--- src/rtl/lsu_pkg.sv ---
// Shared definitions for the load/store unit: funct3 codes, FSM encoding,
// latched request record and access-legality helpers.
package lsu_pkg;

   localparam logic [2:0] F3_B  = 3'b000;
   localparam logic [2:0] F3_H  = 3'b001;
   localparam logic [2:0] F3_W  = 3'b010;
   localparam logic [2:0] F3_BU = 3'b100;
   localparam logic [2:0] F3_HU = 3'b101;

   localparam logic [2:0] S_IDLE   = 3'd0;
   localparam logic [2:0] S_LOAD   = 3'd1;
   localparam logic [2:0] S_RMW_RD = 3'd2;
   localparam logic [2:0] S_WRITE  = 3'd3;
   localparam logic [2:0] S_RESP   = 3'd4;

   typedef struct packed {
      logic        we;
      logic [2:0]  funct3;
      logic [31:0] addr;
      logic [31:0] wdata;
   } lsu_req_t;

   // funct3[1:0] gives the access size for both signed and unsigned loads
   function automatic logic misaligned(input logic [2:0] f3, input logic [1:0] a);
      return ((f3[1:0] == 2'b01) && a[0]) || ((f3[1:0] == 2'b10) && (a != 2'b00));
   endfunction

   function automatic logic illegal_f3(input logic we, input logic [2:0] f3);
      if (we)
         return !((f3 == F3_B) || (f3 == F3_H) || (f3 == F3_W));
      return !((f3 == F3_B) || (f3 == F3_H) || (f3 == F3_W) ||
               (f3 == F3_BU) || (f3 == F3_HU));
   endfunction

endpackage

--- src/rtl/lsu_align.sv ---
// Lane steering: extends a loaded byte/half-word and merges store data into a word.
// Latency: purely combinational.
// Backpressure: none; consumed only by the owning FSM.
module lsu_align
   import lsu_pkg::*;
(
   input  logic [2:0]  funct3,
   input  logic [1:0]  addr_lo,
   input  logic [31:0] raw,
   input  logic [31:0] wdata,
   output logic [31:0] ld_val,
   output logic [31:0] st_word
);

   logic [7:0]  lane_b;
   logic [15:0] lane_h;

   always_comb begin
      lane_b = raw[{addr_lo, 3'b000} +: 8];
      lane_h = addr_lo[1] ? raw[31:16] : raw[15:0];

      ld_val = raw;
      case (funct3)
         F3_B:    ld_val = {{24{lane_b[7]}}, lane_b};
         F3_BU:   ld_val = {24'h0, lane_b};
         F3_H:    ld_val = {{16{lane_h[15]}}, lane_h};
         F3_HU:   ld_val = {16'h0, lane_h};
         default: ld_val = raw;
      endcase

      st_word = raw;
      case (funct3[1:0])
         2'b00: st_word[{addr_lo, 3'b000} +: 8] = wdata[7:0];
         2'b01: begin
            if (addr_lo[1])
               st_word[31:16] = wdata[15:0];
            else
               st_word[15:0] = wdata[15:0];
         end
         default: st_word = wdata;
      endcase
   end

endmodule

--- src/rtl/lsu_rmw.sv ---
// Load/store unit in front of a word RAM; sub-word stores done by read-modify-write.
// Latency from accept: fault 1, load/SW 2, SB/SH 3 cycles to resp_valid.
// Backpressure: one request in flight; req_ready low until the response is taken.
module lsu_rmw
   import lsu_pkg::*;
#(
   parameter bit MEM_A_WORD = 1'b1
)
(
   input  logic        clk,
   input  logic        rst_n,
   input  logic        req_valid,
   output logic        req_ready,
   input  logic        req_we,
   input  logic [2:0]  req_funct3,
   input  logic [31:0] req_addr,
   input  logic [31:0] req_wdata,
   output logic        resp_valid,
   input  logic        resp_ready,
   output logic [31:0] resp_rdata,
   output logic        resp_fault,
   output logic        mem_we,
   output logic [31:0] mem_a,
   output logic [31:0] mem_d,
   input  logic [31:0] mem_spo
);

   logic [2:0]  state_q;
   lsu_req_t    req_q;
   logic [31:0] mbuf_q;
   logic [31:0] rdata_q;
   logic        fault_q;
   logic [31:0] ld_val;
   logic [31:0] st_word;
   logic        bad_req;

   lsu_align u_align (
      .funct3  (req_q.funct3),
      .addr_lo (req_q.addr[1:0]),
      .raw     (mem_spo),
      .wdata   (req_q.wdata),
      .ld_val  (ld_val),
      .st_word (st_word)
   );

   assign bad_req    = illegal_f3(req_we, req_funct3) || misaligned(req_funct3, req_addr[1:0]);
   assign req_ready  = (state_q == S_IDLE);
   assign resp_valid = (state_q == S_RESP);
   assign resp_rdata = rdata_q;
   assign resp_fault = fault_q;
   // Write strobe comes from the state register alone, so reset kills it at once
   assign mem_we     = (state_q == S_WRITE);
   assign mem_d      = mbuf_q;
   assign mem_a      = MEM_A_WORD ? {2'b00, req_q.addr[31:2]} : {req_q.addr[31:2], 2'b00};

   always_ff @(posedge clk or negedge rst_n) begin
      if (!rst_n) begin
         state_q <= S_IDLE;
         req_q   <= '0;
         mbuf_q  <= '0;
         rdata_q <= '0;
         fault_q <= 1'b0;
      end else begin
         case (state_q)
            S_IDLE: begin
               if (req_valid) begin
                  req_q.we     <= req_we;
                  req_q.funct3 <= req_funct3;
                  req_q.addr   <= req_addr;
                  req_q.wdata  <= req_wdata;
                  rdata_q      <= '0;
                  fault_q      <= bad_req;
                  if (bad_req)
                     state_q <= S_RESP;
                  else if (!req_we)
                     state_q <= S_LOAD;
                  else if (req_funct3 == F3_W) begin
                     mbuf_q  <= req_wdata;
                     state_q <= S_WRITE;
                  end else
                     state_q <= S_RMW_RD;
               end
            end
            S_LOAD: begin
               rdata_q <= ld_val;
               state_q <= S_RESP;
            end
            S_RMW_RD: begin
               mbuf_q  <= st_word;
               state_q <= S_WRITE;
            end
            S_WRITE: state_q <= S_RESP;
            S_RESP: begin
               if (resp_ready)
                  state_q <= S_IDLE;
            end
            default: state_q <= S_IDLE;
         endcase
      end
   end

endmodule

--- config.mk ---
export PLATFORM = sky130hd
export DESIGN_NAME = lsu_rmw
export DESIGN_NICKNAME = d
export VERILOG_FILES = /design/src/rtl/lsu_pkg.sv /design/src/rtl/lsu_align.sv /design/src/rtl/lsu_rmw.sv
export SDC_FILE = /design/constraint.sdc
export NUM_CORES = 1
export LEC_CHECK = 0
export ABC_AREA = 0
export ABC_CLOCK_PERIOD_IN_PS = 2400
export BUFFER_PORTS_ARGS = -buffer_cell sky130_fd_sc_hd__buf_2
export CAP_MARGIN = 20
export CELL_PAD_IN_SITES_DETAIL_PLACEMENT = 1
export CELL_PAD_IN_SITES_GLOBAL_PLACEMENT = 1
export CORE_ASPECT_RATIO = 1.25
export CORE_UTILIZATION = 40
export DETAILED_ROUTE_END_ITERATION = 10
export PLACE_DENSITY = 0.89
export SYNTH_ARGS = -nofsm -noshare
export SYNTH_HDL_FRONTEND = slang
export SYNTH_SLANG_ARGS = --single-unit
export TNS_END_PERCENT = 50
--- constraint.sdc ---
create_clock -name clk -period 2.4 [get_ports clk]
set_input_delay 0.12 -clock clk [delete_from_list [all_inputs] [get_ports clk]]
set_output_delay 0.12 -clock clk [all_outputs]
set_load 0.05 [all_outputs]
# Yosys cells after proc, flatten, opt, wreduce, memory -nomap -nowiden
# Index checks and enable logic that the tools add are counted.
totals:
  regBits: 135
  latch_bits: 0
  ramBits: 0
  out_inout_bits: 100
  romBits: 0
  mem_count: 0
classes:
  multipliers: 0
  bitwise: 0
  n_div: 0
  n_shift: 3
  addsub: 1
  mux: 22
  n_eq_ne: 19
  n_reduce_logical: 22
  order_cmp: 0
op_table:
  columns: ["operator", "count"]
  rows:
  - ["one-hot mux 32 bit (2 select lines)", 3]
  - ["two-way mux 32 bit", 5]
  - ["one-hot mux 32 bit (4 select lines)", 1]
  - ["two-way mux 16 bit", 3]
  - ["bitwise mux 32 bit", 1]
  - ["variable shift 8 x 7 -> 32 bit, first input constant", 1]
  - ["variable part select 32 x 6 -> 8 bit", 1]
  - ["variable part select 8 x 7 -> 32 bit", 1]
  - ["equality test 3 bit, second input constant", 5]
  - ["one-hot mux 3 bit (4 select lines)", 1]
  - ["equality test 3 x 1 -> 1 bit, second input constant", 3]
  - ["equality test 3 x 2 -> 1 bit, second input constant", 3]
  - ["zero test 3 bit", 3]
  - ["two-way mux 3 bit", 3]
  - ["negator 5 -> 7 bit", 1]
  - ["logical OR 1 bit", 6]
  - ["inequality test 2 x 1 -> 1 bit, second input constant", 3]
  - ["AND reduction 2 bit", 3]
  - ["nonzero test 2 bit", 3]
  - ["AND reduction 5 bit", 1]
  - ["equality test 2 x 1 -> 1 bit, second input constant", 2]
  - ["two-way mux 1 bit", 4]
  - ["inequality test 2 bit, second input constant", 2]
  - ["equality test 2 bit, second input constant", 1]
  - ["other kinds (5)", 7]

# Longest topological paths before layout
# Gate-level depths: netlist of run 1.
depth:
  word_depth: 11
  depth_mapped: 9
  ltp_nobuf: 6

# Modules after synthesis
# A second synthesis of run 1 with hierarchy kept.
hier_totals:
  cells_unflattened: 740
  area_unflattened_um2: 7882.6
modules_own_cells:
  columns: ["module", "instances", "cells_per_inst", "seq_area_each_um2", "area_each_um2"]
  rows:
  - ["lsu_rmw", 1, 487, 3378.2, 6002.0]
  - ["lsu_align", 1, 253, 0.0, 1880.6]

# Worst setup path before layout of run 1
# Ideal clock, no wire load.
synth_path:
  kind: "register to register"
  from: "reg req_q[33] (netlist name)"
  to: "reg mbuf_q[22] (netlist: mem_d[22])"
  required_time_ps: 2305
  slack_ps: 155
  path_stages_with_launch: 10
  arrival_time_ps: 2150
  setup_ps: 95
  cell_sequence: "dfrtp_1 > buf_2 > buf_2 > inv_1 > ha_1 > nor4bb_1 > clkbuf_1 > a221o_1 > a221oi_1 > o31ai_1"
synth_between:
  elab_chain_len: 5
synth_rtl:
  columns: ["element", "line_no", "source"]
  rows:
  - ["from (decl)", "lsu_rmw.sv:29", "lsu_req_t req_q;"]
  - ["negator 5 -> 7 bit", "lsu_align.sv:33", "2'b00: st_word[{addr_lo, 3'b000} +: 8] = wdata[7:0];"]
  - ["variable part select 8 x 7 -> 32 bit or variable shift 8 x 7 -> 32 bit (tied branches)", "lsu_align.sv:33", null]
  - ["bitwise mux 32 bit", "lsu_align.sv:33", null]
  - ["one-hot mux 32 bit (2 select lines) *", "lsu_align.sv:32", "case (funct3[1:0])"]
  - ["one-hot mux 32 bit (2 select lines) *", "lsu_rmw.sv:64", "case (state_q)"]
  - ["to (signal assigned)", "lsu_rmw.sv:78", "mbuf_q <= req_wdata;"]
  - ["to (signal assigned)", "lsu_rmw.sv:89", "mbuf_q <= st_word;"]
  - ["to (decl)", "lsu_rmw.sv:30", "logic [31:0] mbuf_q;"]
# Mark *: on every way between the ends. The rest lies on a longest branch, timed or not.
# A chain may end at the register's enable or synchronous reset.

# Final worst setup path of run 1
layout_path:
  from: "reg req_q[32] (netlist name)"
  to: "reg mbuf_q[3] (netlist: mem_d[3])"
layout_between:
  elab_chain_len: 5
layout_rtl:
  columns: ["element", "line_no"]
  rows:
  - ["negator 5 -> 7 bit *", "lsu_align.sv:33"]
  - ["variable part select 8 x 7 -> 32 bit or variable shift 8 x 7 -> 32 bit (tied branches)", "lsu_align.sv:33"]
  - ["bitwise mux 32 bit *", "lsu_align.sv:33"]
  - ["one-hot mux 32 bit (2 select lines) *", "lsu_align.sv:32"]
  - ["one-hot mux 32 bit (2 select lines) *", "lsu_rmw.sv:64"]
# Marks and branches as above.

==> results.tsv, run 1 <==
metric	value	unit
status	finished clean	
hold_end	state_q[2]	
clock-sinks	135	
die_w	122	um
r2r_end	mem_d[3]	
p_leak	4.26	nW
finalNonFillerCells	1128	
portBuffers	201	
multi_input_area	3280	um^2
placedInstanceArea	8200	um^2
wl_per_cell	23.5	um
r2r_slack	0.18	ns
wl	26.5	mm
vias_per_cell	5.98	
async_flop_share	100	%
synth_warnings	0	
period_share	92.7	%
place_inst	1030	
clock.fmax	450	MHz
fin_area	9430	um^2
core_area	17500	um^2
area_growth	31.7	%
drt_iter0_drc	441	
grt_max_degree	72	
netlist_instances	664	
clk_latency	0.42	ns
overflow	0	
drc	0	
period_needed	2.22	ns
ys_types	53	
placementRows	54	
yosys.area.top_type_share	47.2	%
finalNetCount	1003	
drv_slew	0	
first_pass_iters	5	
cts.repair_timing.setup_buffer_count	0	
yosysTopAreaCell	dfrtp_1	
synth-edff-count	0	
cts_made_buffers	17	
htree_levels	4	
ant_nets	0	
diodes	0	
drive_gt1_share	37.9	%
critical_path_class	flop to flop	
setup_viol	0	
io-pin-count	204	
ys_top_cells_by_area	dfrtp_1 47%, mux2_2 12%, a32o_1 3.4%	
skew	0.00970	ns
ir_drop	0.605	mV
setup_tns	0	ns
yosysSeqAreaShare	47.2	%
cp-end-kind	flop	
fillers	1913	
die-area	18400	um^2
die-height	152	um
worstPathArrival	2.54	ns
power_density	1560	nW/um^2
ys_ff_latch	135	
dp_hpwl	17.3	mm
clockBufferDepth	2	
worstHoldStart	resp_ready	
max-slew-margin-rel	28.5	%
r2r_start	req_q[32]	
hold_path_depth	3	
cts_tree	built	
antenna_found_initial	0	
worstMarginPinSlew	1.07	ns
hold_violations	0	
gp_congestion	0.870	
clkTransAtPathRegs	0.06	ns
synth_ff_type	dfrtp_1	
grt_usage	29.4	%
worstHoldPathType	input pin to flop	
required	2.71	ns
synth.avg_cell_area	10.8	um^2
max-cap-violations	0	
final_util	53.9	%
grt_pass1_wl	40.5	mm
regArea	3380	um^2
cp-start-kind	flop	
root_buffer	clkbuf_16	
synth_area	7160	um^2
critPathMaxFanout	8	
num_vias	6750	
grt_pass1_vias	7247	
reg2regPathDepth	6	
rsz0062_at_grt	false	
start_util	40.9	%
## where the power goes
part	leakage, nW	switching (mW)	internal [mW]
logic	2.33	5.55	2.46
registers	1.67	0.886	3.34
clock network	0.264	0.939	1.53
total	4.26	7.38	7.34
## kinds of logic after synthesis
family | Yosys count | share of synthesized area [%]
compound gates | 177 | 18.9
fa+ha+maj | 5 | 0.874
buf+inv | 95 | 7.56
flops | 135 | 47.2
mux | 83 | 13.4
other cells | 1 | 0.0524
simple gates | 168 | 12.1
## cell type report
type	instances	share of cell area, %
tap	224	2.97
sequential	135	35.8
timing repair buffer	297	20.5
clock inverter	5	0.796
inverter	8	0.332
clock buffer	24	4.89
multi-input combinational	435	34.7
## critical path, cell delays in order (launching register included)
cell	delay, ns
dfrtp_1	0.39
inv_1	0.12
ha_1	0.40
nor4bb_1	0.33
a211o_1	0.36
a221oi_1	0.18
o31ai_1	0.33
## metal layers
| layer | routed length [um] | vias up | GRT usage (%) |
|---|---|---|---|
| met5 | 0 | - | 0 |
| met4 | 1500 | 0 | 18.3 |
| met3 | 1550 | 119 | 5.61 |
| met2 | 13500 | 351 | 50.9 |
| met1 | 9920 | 3391 | 33.3 |
| li1 | - | 2889 | - |
## cell usage after synthesis, types with 2 or more instances
library cell	number
nor2_1	46
buf_2	21
dfrtp_1	135
a31oi_1	10
buf_4	32
nand2_1	43
o221ai_1	7
a221o_1	3
o2111ai_1	4
buf_6	5
nand2b_1	27
nor2b_1	12
o31ai_1	11
mux2i_1	5
mux4_2	2
mux2_4	2
a221oi_1	25
a22oi_1	6
nor4bb_1	4
a21oi_1	14
nand4b_1	4
mux2_2	74
a32o_1	24
ha_1	5
a22o_1	20
o21ai_0	31
o211ai_1	13
clkbuf_1	29
inv_1	7
nor3_1	20
## worst max path at each step
stage                         start  cells past startpoint         to  slack, ns
final                     req_q[32]                      6   mem_d[3]       0.18
after global routing      req_q[32]                      6   mem_d[3]       0.11
after global placement    req_q[33]                      5   mem_d[2]       0.30
after floorplan           req_q[33]                      9  mem_d[22]       0.15
after CTS                 req_q[32]                      5   mem_d[1]       0.09
after detailed placement  req_q[33]                      5   mem_d[2]       0.24
## repair_timing
| item | in CTS | in global routing |
|---|---|---|
| setup endpoints to repair | 0 | 7 |
| gates resized for setup | 0 | 1 |
| hold buffers | 69 | 0 |
| endpoints found under the hold margin | 124 | 0 |
## registers in the layout (all words and copies together) (netlist names)
register / flops
mem_a: 30
resp_fault: 1
state_q: 3
req_q: 37
resp_rdata: 32
mem_d: 32
## stage by stage
step	power (mW)	setup WS, ns	hold slack (ns)
2_1_floorplan	10.1	0.155	-0.176
3_3_place_gp	11.6	0.298	0.140
3_5_place_dp	11.9	0.242	0.151
4_1_cts	14.6	0.0855	0.00144
5_1_grt	15.3	0.109	0.0334
6_report	14.7	0.176	0.0291
## layout by cell type, fill, tap and decap left out, types with 6 or more instances in the layout
cell type	Yosys	layout
a21oi_1	14	13
a221oi_1	25	25
a22o_1	20	20
a22oi_1	6	6
a31oi_1	10	10
a32o_1	24	24
buf_2	21	200
buf_4	32	25
clkbuf_1	29	6
clkbuf_16	0	17
dfrtp_1	135	134
dlygate4sd3_1	0	69
inv_1	7	7
mux2_2	74	74
nand2_1	43	43
nand2b_1	27	27
nor2_1	46	45
nor2b_1	12	12
nor3_1	20	20
o211ai_1	13	13
o21ai_0	31	31
o221ai_1	7	7
o31ai_1	11	11
No activity file was read; power rests on OpenSTA's default activity.
==> run 2, diff against run 1 <==
--- a/config.mk
+++ b/config.mk
@@ -6,7 +6,7 @@
 export NUM_CORES = 1
 export LEC_CHECK = 0
 export ABC_AREA = 0
-export ABC_CLOCK_PERIOD_IN_PS = 2400
+export ABC_CLOCK_PERIOD_IN_PS = 2300
 export BUFFER_PORTS_ARGS = -buffer_cell sky130_fd_sc_hd__buf_2
 export CAP_MARGIN = 20
 export CELL_PAD_IN_SITES_DETAIL_PLACEMENT = 1
==> constraint.sdc (replaced) <==
create_clock -name clk -period 2.3 [get_ports clk]
set_input_delay 0.115 -clock clk [delete_from_list [all_inputs] [get_ports clk]]
set_output_delay 0.115 -clock clk [all_outputs]
set_load 0.05 [all_outputs]
==> run 2 against run 1 <==
Compared with the run above:
- non-clock buffer count rose by 3
- setup slack got worse by 0.063 ns
- highest routed layer unchanged
- count of clock-buffer cells in the layout fell by 6
- global-route usage rose by 2.0 points
- combinational power rose by 7.5%
==> results.tsv, run 2 (same netlist as run 1, synthesis figures left out) <==
metric	value	unit
status	finished clean	
num_vias	6898	
clkTransAtPathRegs	0.06	ns
cts_tree	built	
r2r_start	req_q[32]	
grt_pass1_vias	7444	
drc	0	
die-height	152	um
layout_common_cells	200 x buf_2, 134 x dfrtp_1, 74 x mux2_2, 67 x dlygate4sd3_1, 45 x nor2_1	
setup_viol	0	
core_area	17500	um^2
placementRows	54	
hold_violations	0	
area_growth	34.1	%
power.switching	8.03	mW
worstPathArrival	2.47	ns
pwr-share-comb	53.4	%
critPathMaxFanout	8	
clockBufferDepth	2	
cts_made_buffers	17	
worstMarginPinSlew	0.564	ns
grt_max_degree	50	
critical_path_class	flop to flop	
start_util	40.9	%
clock.fmax	457	MHz
power_frac_seq	27.7	%
setup_tns	0	ns
skew	0.0109	ns
root_buffer	clkbuf_16	
total_power	16.1	mW
layout_commonest_cell	buf_2	
internal-power	8.07	mW
cp-start-kind	flop	
p_leak	4.34	nW
place_inst	1035	
clock-sinks	135	
drv_slew	0	
clk_latency	0.43	ns
overflow	0	
drive_gt1_share	39.2	%
dp_hpwl	17.6	mm
finalNonFillerCells	1135	
die_w	122	um
worstHoldPathType	input pin to flop	
clkPwrFrac	18.8	%
switching_share	49.9	%
wl	28.4	mm
vias_per_cell	6.08	
cp-end-kind	flop	
largest_register	req_q	
period_share	95.1	%
cts.repair_timing.setup_buffer_count	0	
ant_nets	0	
max-slew-margin-rel	62.4	%
power_density	1680	nW/um^2
startpoint	req_q[32]	
grt_usage	31.4	%
die-area	18400	um^2
portBuffers	201	
drt_iter0_drc	556	
first_pass_iters	5	
io-pin-count	204	
rsz0062_at_grt	false	
antenna_found_initial	0	
htree_levels	4	
required	2.59	ns
worstHoldStart	mem_spo[5]	
finalNetCount	1006	
gp_congestion	0.917	
grt_pass1_wl	42.9	mm
period_needed	2.19	ns
wl_per_cell	25.0	um
ir_drop	0.690	mV
largest_reg_flops	37	
max-cap-violations	0	
## run 2: changes by cell type in the layout (fill, tap and decap cells not counted), sizes merged
| cell | delta |
|---|---|
| inv | +1 |
| bufinv | +3 |
| diode | +2 |
| clkbuf | -6 |
| buf | +5 |
| clkinvlp | +1 |
| dlygate4sd3 | -2 |
| clkinv | +3 |
## run 2: worst paths after layout
| check | to | slack, ns | cells past startpoint |
|---|---|---|---|
| worst max-delay path | mem_d[0] | 0.11 | 6 |
| worst min-delay path | resp_rdata[5] | 0.007 | 3 |
| worst max register to register | mem_d[0] | 0.11 | 6 |
| worst min register to register | resp_rdata[1] | 0.47 | 2 |
| max in group asynchronous | mem_a[13] | 1.41 | 3 |
| min in group asynchronous | mem_a[1] | 0.14 | 2 |
## run 2: per-layer routing
layer,up-vias,routed length (um),GRT usage [%]
li1,2903,-,-
met1,3387,10200,35.9
met2,463,14100,51.9
met3,145,2200,6.66
met4,0,1860,22.8
met5,-,0,0
## run 2: power groups by stage
stage          clock network [mW]  registers [mW]  logic [mW]
6_report                     3.03            4.46        8.61
5_1_grt                      3.14            4.55        9.01
4_1_cts                      3.07            4.39        8.43
3_5_place_dp                    0            4.37        8.19
3_3_place_gp                    0            4.30        7.97
2_1_floorplan                   0            5.70        4.87
## run 2: area by class of cell
type | count | area (um^2)
Antenna cell | 2 | 5.00
Clock buffer | 18 | 429
Clock inverter | 13 | 204
Fill cell | 1932 | 7900
Inverter | 8 | 31.3
Multi-Input combinational cell | 435 | 3280
Sequential cell | 135 | 3380
Tap cell | 224 | 280
Timing Repair Buffer | 300 | 2000
## run 2: critical path: stages, from the launching register on
cell	delay, ns
dfrtp_1	0.39
inv_1	0.13
ha_1	0.39
nor4bb_1	0.31
a211o_2	0.30
a221oi_1	0.12
o31ai_1	0.40
## run 2: timing repair
item / 4_1_cts / 5_1_grt
hold buffers: 67 / 0
hold endpoints to repair: 144 / 0
setup endpoints to repair: 1 / 2
gates resized for setup: 1 / 1
## run 2: metrics by stage
step	setup slack [ns]	hold slack [ns]	cell area (um^2)	utilization, %
floorplan	0.0549	-0.181	7170	-
global placement	0.284	0.0104	8290	47.4
detailed placement	0.176	0.0195	8290	47.4
CTS	0.0982	0.000305	9600	54.8
global route	0.0713	0.00945	9600	54.9
finish	0.113	0.00693	9600	54.9
